**config.mk**
```make
export PLATFORM = sky130hd
export DESIGN_NAME = mul_32_seq
export DESIGN_NICKNAME = d
export VERILOG_FILES = /design/src/rtl/mul_32_seq.sv
export SDC_FILE = /design/constraint.sdc
export NUM_CORES = 1
export LEC_CHECK = 0
export CAP_MARGIN = 20
export CORE_MARGIN = 3
export CORE_UTILIZATION = 52
export DETAILED_ROUTE_END_ITERATION = 8
export PLACE_DENSITY = 0.82
export SLEW_MARGIN = 10
export SYNTH_ARGS = -nofsm -noshare
export SYNTH_HDL_FRONTEND = slang
export SYNTH_SLANG_ARGS = --single-unit
```
**constraint.sdc**
```tcl
create_clock -name clk -period 2.97 [get_ports clk]
set_input_delay 0.891 -clock clk [delete_from_list [all_inputs] [get_ports clk]]
set_output_delay 0.891 -clock clk [all_outputs]
set_load 0.02 [all_outputs]
```
**src/rtl/mul_32_seq.sv**
```systemverilog
// mul_32_seq: sequential 32x32 signed radix-2 Booth multiplier, one step per clock,
// 64-bit product delivered as registered hi/lo words with a one-cycle done pulse.
module mul_32_seq (
    input  logic        clk,
    input  logic        clr,
    input  logic        start,
    input  logic [31:0] multiplicand,
    input  logic [31:0] multiplier,
    output logic        busy,
    output logic        done,
    output logic [31:0] hi,
    output logic [31:0] lo
);
    typedef enum logic [1:0] {IDLE, RUN, DONE} state_t;
    state_t      state;
    logic [32:0] a;
    logic [31:0] q;
    logic        q_1;
    logic [31:0] m;
    logic [5:0]  count;
    logic [32:0] m_ext;
    logic [32:0] a_sum;
    logic [32:0] a_n;
    logic [31:0] q_n;
    logic        q1_n;
    // A is one bit wider than M so that adding/subtracting -2^31 never overflows
    always_comb begin
        m_ext = {m[31], m};
        a_sum = ({q[0], q_1} == 2'b01) ? a + m_ext :
                ({q[0], q_1} == 2'b10) ? a - m_ext : a;
        {a_n, q_n, q1_n} = {a_sum[32], a_sum, q};
    end
    always_ff @(posedge clk or negedge clr) begin
        if (!clr) begin
            state <= IDLE;
            a     <= '0;
            q     <= '0;
            q_1   <= 1'b0;
            m     <= '0;
            count <= '0;
            busy  <= 1'b0;
            done  <= 1'b0;
            hi    <= '0;
            lo    <= '0;
        end else begin
            done <= 1'b0;
            case (state)
                RUN: begin
                    a     <= a_n;
                    q     <= q_n;
                    q_1   <= q1_n;
                    count <= count - 6'd1;
                    if (count == 6'd1) begin
                        state <= DONE;
                        busy  <= 1'b0;
                        done  <= 1'b1;
                        hi    <= a_n[31:0];
                        lo    <= q_n;
                    end
                end
                default: begin
                    if (start) begin
                        m     <= multiplicand;
                        q     <= multiplier;
                        a     <= '0;
                        q_1   <= 1'b0;
                        count <= 6'd32;
                        state <= RUN;
                        busy  <= 1'b1;
                    end else begin
                        state <= IDLE;
                    end
                end
            endcase
        end
    end
endmodule

```
==> metrics.yaml, run 1 <==
finalWorstSetupSlack_ns: -0.217
synth_area_per_cell_um2: 8.58
grt_overflow_total: 0
grt_antenna_before_repair: 0
fin_area_mm2: 0.0147
vias: 11000
worst_slew_pin_slew_ns: 0.995
fp.coreArea_mm2: 0.0205
crit_arrival_ns: 3.56
finClkSkew_ns: 0.0160
layout_commonest_cell: "nand2_1"
ys_types: 80
io_pins: 133
cp-end-kind: "flip-flop"
max_slew_margin: 0.336
grt_max_degree: 91
r2r-start: "a[0]"
rsz0062_at_grt: "yes"
yosysWarnings: 0
cts_buffers: 17
netlist_area_mm2: 0.0110
critical_path.max_fanout: 4
synth-edff-count: 0
synthToLayoutAreaGrowth_pct: 33.9
ff2ff_path_depth: 13
drtIter0Drc: 934
synth_seq_cells: 171
route.final.wire_length_mm: 36.0
hpwlAfterDp_mm: 25.3
die_y_um: 151
maxSlewViolCount: 0
grt_pass1_vias: 11000
start_kind: "flip-flop"
ys_async_sr_fraction: 1.00
drc_errors: 0
dieArea_mm2: 0.0229
cts_buffer_depth: 2
io_buffer_count: 132
cp.required_ns: 3.34
drive_above_1_share: 0.214
fmax_mhz: 314
wire_per_inst_um: 20.0
root_buffer: "clkbuf_16"
pre_cts_ws_ns: -0.253
ant_nets: 0
yosysSeqAreaShare: 0.389
cap_violations: 0
worstReg2RegEnd: "a[27]"
status: "finished, violations left"
place.gp.congestion: 0.980
synth_nets: 1418
syn_inst: 1282
rrSetupSlack_ns: -0.22
die_x_um: 151
hold_path.class: "in -> async"
antenna_cells: 0
layout_min_cycle_time_ns: 3.19
grt_pass1_wl_mm: 56.8
clkLatencyLatePin_ns: 0.45
clock-sinks: 171
violations: "negative setup slack"
htree_levels: 4
final_net_count: 1656
dp_cells: 1756
rows: 52
criticalPathCategory: "reg -> reg"
ctsHoldBuffers: 0
ys.flop_type: "dfrtp_1"
fin_tns_setup_ns: -3.59
via_per_inst: 6.08
placed_area_mm2: 0.0136
finalCritPeriodShare: 1.07
setup_viol: 24
report.final.hold_viol_count: 0
instances_no_fill: 1803
first_pass_iters: 6
layout_common_cells: "nand2_1 (203), dfrtp_1 (171), buf_4 (162)"
cts_tree: "yes"
path_clk_slew_ns: 0.08
grt_usage: 0.316
start_util: 0.536
==> cells by family (layout without fill, tap and decap cells) <==
kind of cell	count (synthesis)	in the layout	share of synthesized area
AOI/OAI and AO/OA	378	378	0.225
xor gates and xnor gates	9	9	0.00717
adders and majority gates	69	69	0.0799
buffers and inverters	156	407	0.0552
DFF	171	171	0.389
muxes	71	71	0.0685
and+or+nand+nor	428	428	0.175
==> state kept, by name (all words and copies together) (netlist names) <==
signal,flops
state,2
count,6
q,32
a,32
done,1
q_1,1
busy,1
lo,32
hi,32
m,32
==> worst max path at each step <==
| stage | from | end | slack, ns |
|---|---|---|---|
| 2_1_floorplan | m[0] | a[17] | 0.001 |
| 3_3_place_gp | a[0] | hi[29] | -0.20 |
| 3_5_place_dp | a[0] | hi[15] | -0.25 |
| 4_1_cts | a[0] | hi[17] | -0.18 |
| 5_1_grt | a[0] | hi[13] | -0.31 |
| 6_report | a[0] | a[27] | -0.22 |
==> final cells by class <==
type	instances	area (um^2)
clock buffer	18	439
tap	270	338
sequential	171	4280
fill	1548	5770
clock inverter	14	198
timing repair buffer	305	2700
multi-input combinational	955	6500
inverter	70	265
==> layer usage <==
layer / vias up / global-route usage / share of wire
li1: 5029 / - / -
met1: 5296 / 0.418 / 0.42
met2: 532 / 0.484 / 0.44
met3: 105 / 0.101 / 0.097
met4: 0 / 0.118 / 0.035
met5: - / 0 / 0
==> cell usage after synthesis, types with 5 or more instances <==
cell type    n  share of area
a221oi_1    11         0.0088
or3_1        5         0.0028
o21ai_1     14         0.0064
dfrtp_1    171           0.39
o21bai_1    12         0.0082
nor3_1      13         0.0059
clkbuf_1    69          0.024
o21a_1       5         0.0034
a21oi_1     80          0.036
a31oi_1      8         0.0046
nand3_1     54          0.025
ha_1        67          0.076
nor4_1       8         0.0046
nor2b_1     12         0.0068
a211oi_1    14         0.0096
buf_2        5         0.0023
and2_1       6         0.0034
o221ai_1     5         0.0040
nand2b_1    10         0.0057
o211ai_1     8         0.0055
mux2i_1     37          0.034
nand3b_1     6         0.0041
nor2_1      76          0.026
mux2_2      34          0.035
o21ai_0    109          0.050
nand2_1    206          0.070
o31ai_1     12         0.0082
nand4_1     10         0.0057
a21o_1      18          0.012
o22ai_1     17         0.0097
xnor2_1      6         0.0048
a311oi_1     5         0.0040
buf_1        9         0.0031
inv_1       69          0.024
==> repair_timing <==
item / in CTS / in global routing
setup buffers: 11 / 4
endpoints found under the setup margin: 40 / 48
gates resized for setup: 35 / 56
pin swaps: 28 / 20
==> stage by stage <==
stage | hold WS (ns) | utilization
after global routing | 0.436 | 0.718
after detailed placement | 0.462 | 0.661
after floorplan | 0.449 | -
after global placement | 0.457 | 0.661
after CTS | 0.422 | 0.704
final | 0.406 | 0.718
==> critical path, stage by stage (launching register included) <==
cell	delay (ns)
dfrtp_1	0.38
ha_2	0.20
inv_2	0.04
fa_2	0.35
o21ba_4	0.21
or4_4	0.41
a311o_1	0.35
a21oi_4	0.22
buf_12	0.14
a21oi_4	0.08
o31ai_4	0.24
a31oi_1	0.15
and3_1	0.23
o21ai_1	0.12
Power of run 1 is not shown: default switching activity piles up to over one toggle a cycle in this logic, so the estimate is an artifact.
==> inputs of run 2 (changes only) <==
--- a/config.mk
+++ b/config.mk
@@ -7,9 +7,9 @@
 export LEC_CHECK = 0
 export CAP_MARGIN = 20
 export CORE_MARGIN = 3
-export CORE_UTILIZATION = 52
+export CORE_UTILIZATION = 60
 export DETAILED_ROUTE_END_ITERATION = 8
-export PLACE_DENSITY = 0.82
+export PLACE_DENSITY = 0.89
 export SLEW_MARGIN = 10
 export SYNTH_ARGS = -nofsm -noshare
 export SYNTH_HDL_FRONTEND = slang
==> constraint.sdc (replaced) <==
create_clock -name clk -period 3.8 [get_ports clk]
set_input_delay 1.14 -clock clk [delete_from_list [all_inputs] [get_ports clk]]
set_output_delay 1.14 -clock clk [all_outputs]
set_load 0.02 [all_outputs]
==> metrics.yaml, run 2 (synthesis gave the netlist of run 1 again) <==
cts_buffers: 17  # unchanged
crit_chain: "ha_1, inv_1, fa_1, o21ba_1, or4_4, a311o_1, a21oi_4, a21oi_2, o211a_1, o21ai_1, and3_1, o21ai_1"
finalCritPeriodShare: 0.931  # -0.142
path_clk_slew_ns: 0.08  # about the same
status: "complete, no violations"
route.final.wire_length_mm: 33.9  # -5.9%
crit_arrival_ns: 3.82  # +0.26 ns
die_x_um: 141  # -6.6%
cts_resized: 0  # -100%
synthToLayoutAreaGrowth_pct: 18.9
htree_levels: 4  # unchanged
via_per_inst: 6.48  # +6.5%
antenna_cells: 0  # unchanged
grt_overflow_total: 0  # unchanged
slowest_stage: "a311o_1"
first_pass_iters: 6  # unchanged
cts_tree: "yes"
fp.coreArea_mm2: 0.0176  # -14%
drive_above_1_share: 0.0824  # -0.132
grt_pass1_wl_mm: 54.6  # -3.9%
root_buffer: "clkbuf_16"
dieArea_mm2: 0.0200  # -13%
layout_common_cells: "nand2_1 (206), dfrtp_1 (171), clkdlybuf4s50_1 (130)"
die_y_um: 141  # -6.6%
rows: 48  # -7.7%
ctsHoldBuffers: 0  # unchanged
finClkSkew_ns: 0.0144  # -0.00156 ns
maxSlewViolCount: 0  # unchanged
wire_per_inst_um: 21.1  # +5.6%
clkLatencyLatePin_ns: 0.44  # about the same
utilization: 0.743  # +0.0247
cp.required_ns: 4.08  # +0.74 ns
postCtsSetupBuffers: 0  # -11
hpwlAfterDp_mm: 23.0  # -8.9%
cp-end-kind: "flip-flop"
clock-sinks: 171  # unchanged
grt_max_degree: 91  # unchanged
drc_errors: 0  # unchanged
critical_path.max_fanout: 5  # +1
io_pins: 133  # unchanged
grt_pass1_vias: 10200  # -7.7%
cpMostUsedCell: "o21ai_1"
criticalPathCategory: "reg -> reg"
layout_min_cycle_time_ns: 3.54  # +0.349 ns
hold_path.class: "reg -> reg"
setup_viol: 0  # -100%
start_kind: "flip-flop"
worst_slew_pin_slew_ns: 0.999  # +0.00332 ns
io_buffer_count: 132  # unchanged
place.gp.congestion: 0.994  # +1.5%
report.final.hold_viol_count: 0  # unchanged
cpPeakStageDelay_ns: 0.47  # +0.06 ns
layout_commonest_cell: "nand2_1"
ant_nets: 0  # unchanged
hold_slack_ns: 0.484  # +0.0774 ns
fin_tns_setup_ns: 0  # +3.59 ns
vias: 10400  # -5.0%
crit_family: "compound AO/OA/AOI/OAI gates"
cts_buffer_depth: 2  # unchanged
start_util: 0.625  # +0.0883
fmax_mhz: 283  # -9.9%
drtIter0Drc: 1283  # +37%
critical_path_buf_inv_count: 1  # -1
grt_antenna_before_repair: 0  # unchanged
grt_usage: 0.341  # +0.0252
placed_area_mm2: 0.0125  # -8.0%
final_net_count: 1506  # -9.1%
cap_violations: 0  # unchanged
fin_area_mm2: 0.0131  # -11%
rsz0062_at_grt: "no"
max_slew_margin: 0.333  # -0.00383
-- run 2: changes by cell type in the layout (fill, tap and decap cells not counted), sizes merged --
cell,delta
clkinv,+4
bufinv,-2
inv,-2
buf,-150
-- run 2: layout make-up --
type                            count  area [um^2]
Clock inverter                     14          175
Fill cell                        1278         4520
Clock buffer                       18          429
Multi-Input combinational cell    955         6120
Inverter                           70          263
Tap cell                          225          282
Timing Repair Buffer              155         1530
Sequential cell                   171         4280
-- run 2: final timing paths --
path	from	endpoint	slack, ns	depth (start not counted)
min in group asynchronous	clr	hi[8]	0.76	1
worst max-delay path	a[0]	a[31]	0.26	12
worst min register to register	hi[2]	hi[2]	0.48	2
worst max register to register	a[0]	a[31]	0.26	12
worst min-delay path	hi[2]	hi[2]	0.48	2
max in group asynchronous	clr	lo[13]	2.23	2
-- run 2: layer usage --
layer | up-vias | GRT usage | part of all wire
li1 | 4725 | - | -
met1 | 5072 | 0.491 | 0.43
met2 | 548 | 0.518 | 0.45
met3 | 69 | 0.0897 | 0.10
met4 | 0 | 0.0826 | 0.018
met5 | - | 0 | 0
-- run 2: stage by stage --
step,worst slack [ns],cells
3_5_place_dp,0.397,1576
5_1_grt,0.0525,1608
2_1_floorplan,0.744,1282
6_report,0.263,1608
4_1_cts,0.313,1608
3_3_place_gp,0.494,1576
-- run 2: tightest hold or removal path, cell delays in order (launching register included) --
cell     delay, ns
dfrtp_1       0.35
nand2_1       0.04
o21ai_0       0.06
Power of run 2 is left out for the same reason.
